--- config.mk ---
export PLATFORM = sky130hd
export DESIGN_NAME = target_responder
export DESIGN_NICKNAME = d
export VERILOG_FILES = /design/src/rtl/pci_tgt_pkg.sv /design/src/rtl/tgt_bytemem.sv /design/src/rtl/target_responder.sv
export SDC_FILE = /design/constraint.sdc
export NUM_CORES = 2
export LEC_CHECK = 0
export ABC_AREA = 0
export CAP_MARGIN = 10
export CORE_MARGIN = 4
export CORE_UTILIZATION = 35
export CTS_CLUSTER_SIZE = 10
export DETAILED_ROUTE_END_ITERATION = 8
export DONT_BUFFER_PORTS = 1
export PLACE_DENSITY = 0.54
export SKIP_LAST_GASP = 1
export SLEW_MARGIN = 15
export SYNTH_ARGS = -nofsm -noshare
export SYNTH_HDL_FRONTEND = slang
export SYNTH_HIERARCHICAL = 1
export SYNTH_SLANG_ARGS = --single-unit
--- constraint.sdc ---
create_clock -name CLK -period 6.3 [get_ports CLK]
set_clock_uncertainty 0.15 [all_clocks]
set_input_delay 0.63 -clock CLK [delete_from_list [all_inputs] [get_ports CLK]]
set_output_delay 0.63 -clock CLK [all_outputs]
set_load 0.005 [all_outputs]
--- src/rtl/pci_tgt_pkg.sv ---
// Shared types for the PCI target responder.
// State encoding, termination codes and parameter defaults.
package pci_tgt_pkg;

  localparam int CBE_W         = 4;
  localparam int AW_DEF        = 6;
  localparam int WAIT_DEF      = 2;
  localparam int MAX_BURST_DEF = 8;
  localparam int BAR_SEL_DEF   = 0;

  typedef enum logic [2:0] {
    ST_IDLE,
    ST_WAIT,
    ST_XFER,
    ST_RETRY,
    ST_ABORT
  } tgt_state_e;

  typedef enum logic [1:0] {
    TERM_NONE,
    TERM_RETRY,
    TERM_DISC,
    TERM_ABORT
  } term_e;

  // Returns {s_term, s_abort} for a termination code.
  function automatic logic [1:0] term_bits(input term_e t);
    logic [1:0] r;
    case (t)
      TERM_RETRY: r = 2'b10;
      TERM_DISC:  r = 2'b10;
      TERM_ABORT: r = 2'b11;
      default:    r = 2'b00;
    endcase
    return r;
  endfunction

endpackage

--- src/rtl/tgt_bytemem.sv ---
// Target backing store: 2^AW x 32 RAM, byte-lane writes,
// registered read port that can be forced to zero.
module tgt_bytemem
  import pci_tgt_pkg::*;
#(
  parameter int AW = AW_DEF
) (
  input  logic             CLK,
  input  logic             reset,
  input  logic [CBE_W-1:0] we,
  input  logic [AW-1:0]    waddr,
  input  logic [31:0]      wdata,
  input  logic [AW-1:0]    raddr,
  input  logic             rd_clr,
  output logic [31:0]      rdata
);

  logic [31:0] mem [2**AW];

  always_ff @(posedge CLK) begin
    for (int b = 0; b < CBE_W; b++) begin
      if (we[b]) mem[waddr][8*b +: 8] <= wdata[8*b +: 8];
    end
  end

  always_ff @(posedge CLK or posedge reset) begin
    if (reset) begin
      rdata <= '0;
    end else if (rd_clr) begin
      rdata <= '0;
    end else begin
      rdata <= mem[raddr];
    end
  end

endmodule

--- src/rtl/target_responder.sv ---
// User-side PCI target: one BAR, linear bursts, wait states,
// retry / disconnect / abort termination.
module target_responder
  import pci_tgt_pkg::*;
#(
  parameter int AW        = AW_DEF,
  parameter int WAIT      = WAIT_DEF,
  parameter int MAX_BURST = MAX_BURST_DEF,
  parameter int BAR_SEL   = BAR_SEL_DEF
) (
  input  logic             CLK,
  input  logic             reset,
  input  logic [7:0]       base_hit,
  input  logic             addr_vld,
  input  logic [31:0]      adio_out,
  input  logic             s_wrdn,
  input  logic             s_data,
  input  logic             s_data_vld,
  input  logic             s_src_en,
  input  logic [CBE_W-1:0] s_cbe,
  input  logic             cfg_retry,
  output logic [31:0]      adio_in,
  output logic             s_ready,
  output logic             s_term,
  output logic             s_abort,
  output logic [15:0]      xfer_cnt
);

  localparam int BW = $clog2(MAX_BURST + 1);
  localparam int WW = $clog2(WAIT + 2);

  tgt_state_e       state;
  logic [AW-1:0]    ptr;
  logic [AW-1:0]    ptr_n;
  logic             dir;
  logic             seen;
  logic [BW-1:0]    beat;
  logic [WW-1:0]    wcnt;
  logic             hit;
  logic             addr_go;
  logic             bad_align;
  logic             go_xfer;
  logic             wait_done;
  logic             leave;
  logic             beat_ok;
  logic             adv;
  logic             rd_next;
  logic [CBE_W-1:0] we;

  assign hit       = |(base_hit & (8'd1 << BAR_SEL));
  assign addr_go   = state == ST_IDLE && addr_vld && hit;
  assign bad_align = adio_out[1:0] != 2'b00;
  assign go_xfer   = addr_go && !cfg_retry && !bad_align
                     && WAIT == 0;
  assign wait_done = state == ST_WAIT && s_data && wcnt == '0;
  assign leave     = seen && !s_data;
  assign beat_ok   = state == ST_XFER && s_ready && s_data_vld;
  assign adv       = state == ST_XFER
                     && (dir ? beat_ok : s_src_en);
  assign we        = (beat_ok && dir) ? ~s_cbe : '0;

  // Read port is addressed one cycle ahead so data is valid
  // on the first XFER cycle and right after each s_src_en.
  assign rd_next = (go_xfer && !s_wrdn)
                   || (wait_done && !dir)
                   || (state == ST_XFER && !dir && !leave);

  always_comb begin
    ptr_n = ptr;
    unique case (1'b1)
      addr_go: ptr_n = adio_out[AW+1:2];
      adv:     ptr_n = ptr + 1'b1;
      default: ;
    endcase
  end

  tgt_bytemem #(
    .AW(AW)
  ) u_mem (
    .CLK    (CLK),
    .reset  (reset),
    .we     (we),
    .waddr  (ptr),
    .wdata  (adio_out),
    .raddr  (ptr_n),
    .rd_clr (!rd_next),
    .rdata  (adio_in)
  );

  always_ff @(posedge CLK or posedge reset) begin
    if (reset) begin
      state    <= ST_IDLE;
      ptr      <= '0;
      dir      <= 1'b0;
      seen     <= 1'b0;
      beat     <= '0;
      wcnt     <= '0;
      s_ready  <= 1'b0;
      s_term   <= 1'b0;
      s_abort  <= 1'b0;
      xfer_cnt <= '0;
    end else begin
      ptr <= ptr_n;
      if (beat_ok) xfer_cnt <= xfer_cnt + 16'd1;
      unique case (state)
        ST_IDLE: begin
          seen <= 1'b0;
          if (addr_go) begin
            dir  <= s_wrdn;
            beat <= '0;
            wcnt <= WW'(WAIT);
            priority case (1'b1)
              cfg_retry: begin
                state <= ST_RETRY;
                {s_term, s_abort} <= term_bits(TERM_RETRY);
              end
              bad_align: begin
                state <= ST_ABORT;
                {s_term, s_abort} <= term_bits(TERM_ABORT);
              end
              go_xfer: begin
                state   <= ST_XFER;
                s_ready <= 1'b1;
              end
              default: state <= ST_WAIT;
            endcase
          end
        end
        ST_WAIT: begin
          if (s_data) begin
            seen <= 1'b1;
            if (wcnt == '0) begin
              state   <= ST_XFER;
              s_ready <= 1'b1;
            end else begin
              wcnt <= wcnt - 1'b1;
            end
          end else if (seen) begin
            state <= ST_IDLE;
          end
        end
        ST_XFER: begin
          if (leave) begin
            state   <= ST_IDLE;
            s_ready <= 1'b0;
            {s_term, s_abort} <= term_bits(TERM_NONE);
          end else begin
            if (s_data) seen <= 1'b1;
            // Disconnect-with-data: the beat after the threshold
            // still completes, then s_ready drops.
            if (beat_ok) begin
              beat <= beat + 1'b1;
              if (beat + 1'b1 == BW'(MAX_BURST - 1))
                {s_term, s_abort} <= term_bits(TERM_DISC);
              if (beat + 1'b1 == BW'(MAX_BURST))
                s_ready <= 1'b0;
            end
          end
        end
        ST_RETRY, ST_ABORT: begin
          if (leave) begin
            state <= ST_IDLE;
            {s_term, s_abort} <= term_bits(TERM_NONE);
          end else if (s_data) begin
            seen <= 1'b1;
          end
        end
        default: state <= ST_IDLE;
      endcase
    end
  end

endmodule

==> key figures <==
Critical path
  • Critical path class: flop to flop
  • Data arrival, critical path: roughly 5700 ps
  • Count of cells along the worst register-to-register path: 9
  • CP Capture Type: flop
  • Critical Path Max Stage Delay: slightly below 800 ps
  • Cell breakdown of the critical path: or3b_1 -> nor3b_4 -> o22ai_1 -> nand3_4 -> nor2b_1 -> nand2_1 -> o221ai_1 -> a21oi_1 -> a21oi_1
  • Critical-path top delay cell: nand2_1
  • Worst path required time: roughly 7000 ps
  • Critical path depth: 9
  • Largest delay contributor family on the critical path: simple AND/OR/NAND/NOR gates
  • Worst path bufs/invs: 0
  • Crit path top cell by count: a21oi_1
  • CP Launch Type: flop
  • Maximum fanout along the worst path: 21

Synth
  • Mapped Area: between 80000 and 90000 um^2
  • Synth area leaders: edfxtp_1, mux4_2, dfrtp_1, and2_1, mux2i_1
  • Seq/Total Area, Yosys: between 70% and 80%
  • Synthesized area per cell: 20.7 um^2
  • EDFF count, synth: just over 2k
  • Mapped Nets: 4064
  • Asr flop ratio synth: under 10%
  • Cells after Synth: approximately 4.0k
  • Commonest cells in the netlist: edfxtp_1, mux4_2, and2_1
  • Yosys top cell area share: 74.0%
  • Cell taking the most area after synthesis: edfxtp_1
  • Cell with the most instances after synthesis: edfxtp_1
  • Ys Warns: 6
  • Top FF cell, synth: edfxtp_1
  • Yosys cell types: 70
  • FF+latch count, synth: 2116

STA
  • Fin. max-slew vios: 0
  • Final WS setup: 1150 ps
  • Final setup fails: 0
  • Slew @ Worst Pin: approximately 1400 ps
  • Tmin final: approximately 5200 ps
  • Endpoints failing hold: 0
  • Max_slew headroom: between 6 and 7%
  • Fmax: 0.194 GHz
  • Period utilisation layout: 81.8%
  • Fin Setup TNS: 0 ps
  • RSZ-0062 raised after global routing: no

Global routing
  • All-Layer GR Usage: around a fifth
  • GRT Residual Overflow: 0
  • First-pass GRT wire length: about 340 mm
  • Largest net degree at the start of global routing: 82
  • Antenna violations before repair: 32
  • Number of global-route vias before repair: between 40k and 50k

Clocking
  • CTS tree: done
  • Clk slew on worst S/H paths: about 60 ps
  • CTS Buf Count: ~230
  • CTS sink cnt: around 2.1k
  • Clk root buf: clkbuf_16
  • Clk Latency, worst-skew pair: about 860 ps
  • # H-tree levels: 4
  • Postcts setup bufs: 0
  • Clk buf depth: 3

Finish
  • Syn-to-layout area delta: 14.6%
  • Nets: roughly 4.3k
  • Layout cells sized above 1: a little under a quarter
  • Final non-filler cell total: between 7k and 8k

Outcome
  • Failing checks: antenna rules
  • Status: complete, but fails checks

Place
  • Pre-CTS setup slack: approximately 1200 ps
  • Placed Instances: approximately 7.0k
  • GP Congestion: about 0.8
  • Number of port buffers: 0
  • DP HPWL: between 150 and 200 mm

Detailed routing
  • Drt drc: 0
  • 1st-iter DRT viols: between 4k and 5k
  • Mean number of vias per cell: approximately 5.6
  • First-pass detailed-route iteration total: 6
  • Drt wl/cell: ~32 um
  • Final wirelength: around 240 mm
  • Vias post-DR: 42.0k
  • Antenna viol nets, final: 1

Power and ir drop
  • PwrDens: roughly 440 nW/um^2
  • Leak Pwr: 29.8 nW
  • Overall power: ~42 mW
  • Worst vdd ir: around 0.00040 V

Floorplanning
  • Io pins: 103
  • Initial core utilization: a little over a third
  • Die H: between 400 and 500 um
  • Chip width: between 400 and 500 um
  • Die Area: 245000 um^2
  • Core ar.: roughly 240000 um^2
  • Row count: between 150 and 200

Run
  • Max Cap Viol: 0

Hold path
  • Tightest Hold Check Type: primary input to asynchronous set/reset pin
## cells in the final DEF, fill, tap and decap left out, types with 11 or more instances in the layout
cell type and n:
a211oi_1 13, a21oi_1 59, a22o_1 11, a22oi_1 48, a31oi_1 15, a32oi_1 19
and2_1 262, buf_12 22, buf_16 33, buf_4 90, clkbuf_1 114, clkbuf_16 235
dfrtp_1 68, diode_2 57, dlygate4sd3_1 37, edfxtp_1 2048, mux2_2 31, mux2i_1 91
mux4_2 509, nand2_1 174, nand3_1 47, nor2_1 86, nor2_2 20, nor2b_1 14
nor3_1 17, o211ai_1 16, o21ai_0 35, o221ai_1 14, o22ai_1 21, xnor2_1 12
## metrics by stage
step	utilization, %	instance area, um^2	hold slack, ps
2_1_floorplan	-	83100	314
3_3_place_gp	36.9	87100	332
3_5_place_dp	36.9	87100	343
4_1_cts	40.3	95100	4.88
5_1_grt	40.3	95100	60.0
6_report	40.4	95200	55.6
## power by group
group,switching (mW),total (mW),internal [mW]
Clock,5.37,12.3,6.89
Combinational,8.17,13.6,5.40
Sequential,0.224,15.8,15.5
Total,13.8,41.6,27.8
## registers in the layout (all words and copies together) (netlist names)
| register | flops |
|---|---|
| state | 3 |
| dir | 1 |
| xfer_cnt | 16 |
| s_abort | 1 |
| u_mem/rdata | 32 |
| wcnt | 2 |
| s_ready | 1 |
| ptr | 6 |
| s_term | 1 |
| seen | 1 |
| beat | 4 |
| u_mem/mem | 2048 |
## final timing paths
check | endpoint | from | slack [ps]
max in group asynchronous | u_mem/rdata[19] | reset | 5040
hold reg to reg | xfer_cnt[15] | xfer_cnt[15] | 340
hold / removal | beat[1] | reset | 60
setup / recovery | u_mem/rdata[0] | state[0] | 1150
setup reg to reg | u_mem/rdata[0] | state[0] | 1150
min in group CLK | s_ready | s_data | 100
## per-layer routing
metal  track usage (%)  part of all wire [%]
met1              27.4                    41
met2              30.8                    47
met5             0.215                 0.018
met4              6.67                   3.2
met3              4.75                   8.6
## cell families (layout without fill, tap and decap cells)
family	after synthesis	in the layout	share of synthesized area, %
buf+inv	244	567	1.54
xor+xnor	15	15	0.158
fa+ha+maj	5	5	0.0753
compound gates	296	296	2.47
mux	631	631	15.3
simple gates	700	700	4.40
other cells	0	57	0
flops	2116	2116	76.0
## layout make-up
type                            count  area [um^2]
Multi-Input combinational cell   1647        18800
Tap cell                         3150         3940
Timing Repair Buffer              182         2390
Fill cell                       20758       141000
Inverter                           14         60.1
Antenna cell                       57          143
Clock buffer                      350         6320
Sequential cell                  2116        63200
Clock inverter                     21          354
## what timing repair did
item	CTS	global route
resized for setup	0	0
hold endpoints to repair	2128	0
hold buffers	69	0
setup endpoints to repair	0	0
(Power assumes the default switching activity.)
